==> src/rtl/instr_prefetch_queue.sv <==
// Instruction prefetch queue: sequential imem fetch with credit-based issue, in-order
// response buffering, and redirect flush with stale-beat discard. Optional perf counters: PFQ_PERF_EN.
package pfq_pkg;
  typedef struct packed {
    logic [31:0] pc;
    logic [31:0] instr;
  } pfq_entry_t;
endpackage

module instr_prefetch_queue
  import pfq_pkg::*;
#(
  parameter int unsigned DEPTH           = 4,
  parameter int unsigned MAX_OUTSTANDING = 2,
  parameter logic [31:0] RESET_PC        = 32'h0000_0000
) (
  input  logic        clk,
  input  logic        rstn,
  input  logic        redirect,
  input  logic [31:0] redirect_pc,
  input  logic        stall,
  output logic        imem_req_valid,
  input  logic        imem_req_ready,
  output logic [31:0] imem_req_addr,
  input  logic        imem_rsp_valid,
  input  logic [31:0] imem_rsp_data,
  output logic        out_valid,
  output logic [31:0] out_instr,
  output logic [31:0] out_pc,
  output logic [31:0] out_pcnext
`ifdef PFQ_PERF_EN
  ,
  output logic [31:0] perf_fetch_cnt,
  output logic [31:0] perf_drop_cnt,
  output logic [31:0] perf_empty_stall_cnt
`endif
);

  localparam int unsigned PW = $clog2(DEPTH);
  localparam int unsigned CW = $clog2(DEPTH + 1);
  localparam int unsigned OW = $clog2(MAX_OUTSTANDING + 1);

  pfq_entry_t    r_mem [DEPTH];
  logic [31:0]   r_fetch_pc, r_rsp_pc;
  logic [CW-1:0] r_count;
  logic [PW-1:0] r_rd_ptr, r_wr_ptr;
  logic [OW-1:0] r_outst, r_discard;

  logic [31:0]   w_fetch_pc_n, w_rsp_pc_n, w_redirect_pc;
  logic [CW-1:0] w_count_n;
  logic [PW-1:0] w_rd_n, w_wr_n;
  logic [OW-1:0] w_outst_n, w_discard_n;
  logic          w_hs, w_rsp_live, w_rsp_drop, w_push, w_pop;
  pfq_entry_t    w_head;

  assign w_redirect_pc = redirect_pc & 32'hFFFF_FFFC;
  assign w_head        = r_mem[r_rd_ptr];

  // Issue only while a queue slot is reserved for every live request; held low in reset.
  assign imem_req_valid = rstn && !redirect
                       && ((32'(r_count) + 32'(r_outst)) < DEPTH)
                       && ((32'(r_outst) + 32'(r_discard)) < MAX_OUTSTANDING);
  assign imem_req_addr  = r_fetch_pc;

  assign w_hs       = imem_req_valid && imem_req_ready;
  assign w_rsp_live = imem_rsp_valid && (r_discard == '0);
  assign w_rsp_drop = imem_rsp_valid && (r_discard != '0);
  assign w_push     = w_rsp_live && !redirect;
  assign w_pop      = out_valid && !stall && !redirect;

  assign out_valid  = (r_count != '0);
  assign out_instr  = out_valid ? w_head.instr : '0;
  assign out_pc     = out_valid ? w_head.pc : '0;
  assign out_pcnext = out_valid ? (w_head.pc + 32'd4) : '0;

  // Next-state: redirect overrides push, pop and issue.
  always_comb begin
    w_fetch_pc_n = r_fetch_pc;
    w_rsp_pc_n   = r_rsp_pc;
    w_count_n    = r_count;
    w_rd_n       = r_rd_ptr;
    w_wr_n       = r_wr_ptr;
    w_outst_n    = r_outst;
    w_discard_n  = r_discard;
    if (redirect) begin
      w_fetch_pc_n = w_redirect_pc;
      w_rsp_pc_n   = w_redirect_pc;
      w_count_n    = '0;
      w_rd_n       = '0;
      w_wr_n       = '0;
      w_outst_n    = '0;
      w_discard_n  = r_discard + r_outst - OW'(imem_rsp_valid);
    end else begin
      if (w_hs) w_fetch_pc_n = r_fetch_pc + 32'd4;
      if (w_push) begin
        w_rsp_pc_n = r_rsp_pc + 32'd4;
        w_wr_n     = r_wr_ptr + PW'(1);
      end
      if (w_pop) w_rd_n = r_rd_ptr + PW'(1);
      w_count_n   = r_count + CW'(w_push) - CW'(w_pop);
      w_outst_n   = r_outst + OW'(w_hs) - OW'(w_rsp_live);
      w_discard_n = r_discard - OW'(w_rsp_drop);
    end
  end

  always_ff @(posedge clk or negedge rstn) begin
    if (!rstn) begin
      r_fetch_pc <= RESET_PC;
      r_rsp_pc   <= RESET_PC;
      r_count    <= '0;
      r_rd_ptr   <= '0;
      r_wr_ptr   <= '0;
      r_outst    <= '0;
      r_discard  <= '0;
    end else begin
      r_fetch_pc <= w_fetch_pc_n;
      r_rsp_pc   <= w_rsp_pc_n;
      r_count    <= w_count_n;
      r_rd_ptr   <= w_rd_n;
      r_wr_ptr   <= w_wr_n;
      r_outst    <= w_outst_n;
      r_discard  <= w_discard_n;
    end
  end

  // Entry storage needs no reset: outputs are masked while the queue is empty.
  always_ff @(posedge clk) begin
    if (w_push) r_mem[r_wr_ptr] <= '{pc: r_rsp_pc, instr: imem_rsp_data};
  end

`ifdef PFQ_PERF_EN
  always_ff @(posedge clk or negedge rstn) begin
    if (!rstn) begin
      perf_fetch_cnt       <= '0;
      perf_drop_cnt        <= '0;
      perf_empty_stall_cnt <= '0;
    end else begin
      if (w_hs) perf_fetch_cnt <= perf_fetch_cnt + 32'd1;
      if (imem_rsp_valid && !w_push) perf_drop_cnt <= perf_drop_cnt + 32'd1;
      if (!out_valid && !redirect) perf_empty_stall_cnt <= perf_empty_stall_cnt + 32'd1;
    end
  end
`endif

endmodule

==> config.mk <==
export PLATFORM = sky130hd
export DESIGN_NAME = instr_prefetch_queue
export DESIGN_NICKNAME = d
export VERILOG_FILES = /design/src/rtl/instr_prefetch_queue.sv
export SDC_FILE = /design/constraint.sdc
export NUM_CORES = 1
export LEC_CHECK = 0
export ABC_AREA = 1
export CAP_MARGIN = 30
export CORE_MARGIN = 2
export CORE_UTILIZATION = 45
export CTS_CLUSTER_DIAMETER = 200
export CTS_CLUSTER_SIZE = 14
export DETAILED_ROUTE_END_ITERATION = 12
export GPL_TIMING_DRIVEN = 0
export HOLD_SLACK_MARGIN = 0.12
export PLACE_DENSITY = 0.67
export SYNTH_ARGS = -nofsm -noshare
export SYNTH_HDL_FRONTEND = slang
export SYNTH_SLANG_ARGS = --single-unit
==> constraint.sdc <==
create_clock -name clk -period 5 [get_ports clk]
set_input_delay 1 -clock clk [delete_from_list [all_inputs] [get_ports clk]]
set_output_delay 1 -clock clk [all_outputs]
set_load 0.02 [all_outputs]
==> impl_metrics.csv <==
group,metric,value,unit
global_routing,grtUsageMet3,3.124,%
flow_run,cap_violations,0,
global_routing,grt_max_degree,44,
hold_path,holdCritPathClass,"in -> async",
floorplan,die_area,36910,um^2
detailed_routing,vias,13190,
global_routing,grt_busiest_layer,"met2",
clock_network,cts_inserted_buffers,26,
clock_network,cts.sinks,319,
critical_path,critPathRequiredTime,4.00,ns
yosys,ys_seq_area_share,57.91,%
timing,setup_violations,0,
critical_path,cp-start-kind,"register",
clock_network,cts_resized,0,
yosys,yosys_most_used_dff,"edfxtp_1",
cells_and_area,layout.cells.non_filler,2501,
pwr,p_leak,7.637,nW
clock_network,htreeDepth,1,
floorplan,io_pins,200,
timing,fin_setup_tns,0,ns
timing,max_slew_margin,43.32,%
cells_and_area,final_util,55.94,%
critical_path,cp-end-kind,"output pin",
detailed_routing,vias_per_cell,5.275,
global_routing,grt_pass1_vias,12760,
cells_and_area,n_fill_cell,3128,
global_routing,gr-total-overflow,0,
placement,pre_cts_slack,0.6522,ns
clock_network,root_buffer,"clkbuf_16",
detailed_routing,ant_nets,0,
detailed_routing,drt_iter0_drc,1023,
floorplan,chipHeight,192.1,um
clock_network,clk_path_buf_depth,3,
floorplan,rows,68,
detailed_routing,wl,45190,um
yosys,yosysWarnings,0,
clock_network,postCtsSetupBuffers,0,
yosys,synth_cells,1796,
cells_and_area,final_cell_mix,"nand2_1 (524), nor2_1 (291), edfxtp_1 (248)",
yosys,synth-edff-count,248,
floorplan,die_x,192.1,um
global_routing,grt_antenna_before_repair,0,
yosys,syn_area,15930,um^2
cells_and_area,num_antenna_cells,0,
clock_network,clk_pin_slew_worst_paths,0.07,ns
clock_network,clk_latency,0.56,ns
timing,min_period,4.729,ns
cells_and_area,nNetsFinal,2115,
pwr,power_density,517.9,nW/um^2
cells_and_area,final_common_cell,"nand2_1",
floorplan,fp.coreArea,34710,um^2
yosys,yosysUniqueCellTypes,38,
timing,rsz0062_at_grt,"no",
cells_and_area,areaGrowthSynthToFinish,21.93,%
global_routing,gr-usage-met1,34.49,%
placement,hpwlAfterDp,33220,um
critical_path,crit_arrival,3.73,ns
timing,max_slew.worst_pin.slew,0.8502,ns
global_routing,grtUsageTotal,24.86,%
cells_and_area,drive_gt1_share,5.523,%
global_routing,grt_pass1_wl,70320,um
detailed_routing,routedWlPerCell,18.07,um
placement,port_buffers,191,
pwr,ir_drop,0.3856,mV
timing,fin_skew,0.02590,ns
timing,max_freq,0.2115,GHz
detailed_routing,drt_pass1_iterations,7,
critical_path,crit_type,"reg -> out",
yosys,syn_area_per_cell,8.868,um^2
clock_network,cts_tree,"done",
timing,slew_violations,0,
floorplan,start_util,45.88,%
timing,setup_slack,0.2711,ns
yosys,ys_seq_elements,319,
global_routing,globalRouteMet2Util,41.99,%
critical_path,critPathMaxFanout,10,
yosys,synthArstFlopShare,22.26,%
timing,hold_violations,0,
placement,placed_cells,2456,
status,status,"finished, final reports clean",
detailed_routing,drc,0,
placement,gp_congestion,0.9179,
clock_network,cts-hold-fix-buffers,0,
timing,min_period_over_period,94.58,%
==> final cells by class <==
cell class / count / area [um^2] / area share, %
Sequential cell: 319 / 9224 / 47.50
Multi-Input combinational cell: 1287 / 5887 / 30.32
Timing Repair Buffer: 200 / 2122 / 10.93
Clock buffer: 45 / 721.9 / 3.718
Tap cell: 455 / 569.3 / 2.932
Inverter: 117 / 444.2 / 2.287
Buffer: 76 / 415.4 / 2.139
Clock inverter: 2 / 35.03 / 0.1804
==> report_power, final <==
part / switching [W] / leakage (nW) / total [W] / internal [W]
Clock: 0.000909 / 0.358 / 0.00189 / 0.000983
Combinational: 0.00303 / 4.17 / 0.00479 / 0.00176
Sequential: 0.000246 / 3.11 / 0.00338 / 0.00313
==> flip-flops by register name, summed over array words and instances (netlist names) <==
register and count:
r_rd_ptr 2, r_outst 2, r_rsp_pc 30, r_count 3, r_mem 248, imem_req_addr 30
r_wr_ptr 2, r_discard 2
==> critical path, stage by stage, from the launching register on <==
cell             delay, ns
dfrtp_1               0.44
nor2_1                0.12
inv_1                 0.06
nor2_1                0.58
clkbuf_1              0.56
clkbuf_1              0.56
nor2_1                0.24
clkdlybuf4s50_1       0.60
==> per-stage QoR <==
| stage | total power [W] | hold slack [ns] | area (um^2) |
|---|---|---|---|
| final | 0.01006 | 0.3965 | 19420 |
| after global routing | 0.01067 | 0.4176 | 19420 |
| after CTS | 0.01011 | 0.3890 | 19420 |
| after detailed placement | 0.008229 | 0.5420 | 18660 |
| after global placement | 0.008149 | 0.5271 | 18430 |
| after floorplan | 0.006100 | 0.4960 | 15950 |
==> final timing paths <==
check / startpoint / end / slack, ns / cells after the start
max: r_count[1]$_DFF_PN0_ / out_pc[10] / 0.27 / 7
min: rstn / imem_req_addr[28]$_DFFE_PN0P_ / 0.40 / 1
max reg2reg: r_discard[1]$_DFF_PN0_ / r_mem[2][45]$_DFFE_PP_ / 1.59 / 8
min reg2reg: r_rsp_pc[27]$_DFFE_PN0N_ / r_mem[3][59]$_DFFE_PP_ / 0.57 / 0
max in group asynchronous: rstn / imem_req_addr[12]$_DFFE_PN0P_ / 4.02 / 2
min in group clk: r_rsp_pc[27]$_DFFE_PN0N_ / r_mem[3][59]$_DFFE_PP_ / 0.57 / 0
==> synth_stat cells, types with 18 or more instances <==
master	instances	area, um^2
xor2_1	19	166.4
nor3_1	25	125.1
a21oi_1	63	315.3
nor2_1	296	1111
dfrtp_1	71	1777
o21ai_0	112	560.5
inv_1	110	412.9
nand2_1	524	1967
o211ai_1	18	135.1
edfxtp_1	248	7447
nand3_1	128	640.6
clkbuf_1	31	116.4
==> per-layer routing <==
layer	wire length, um	part of all wire, %	vias to the layer above
met5	0	0	-
met4	795	1.8	0
met3	3506	7.8	60
met2	21340	47	501
met1	19550	43	6199
li1	-	-	6432
==> kinds of logic (layout without fill, tap and decap cells) <==
family	after synthesis	count (layout)	share of synthesized area (%)
simple gates	1023	1023	26.31
buf+inv	195	440	5.444
compound gates	212	212	7.259
xor+xnor	28	28	1.540
fa+ha+maj	18	18	1.508
other cells	1	6	0.02355
flops	319	319	57.91
Note: power is estimated with default switching activity, not from simulation.
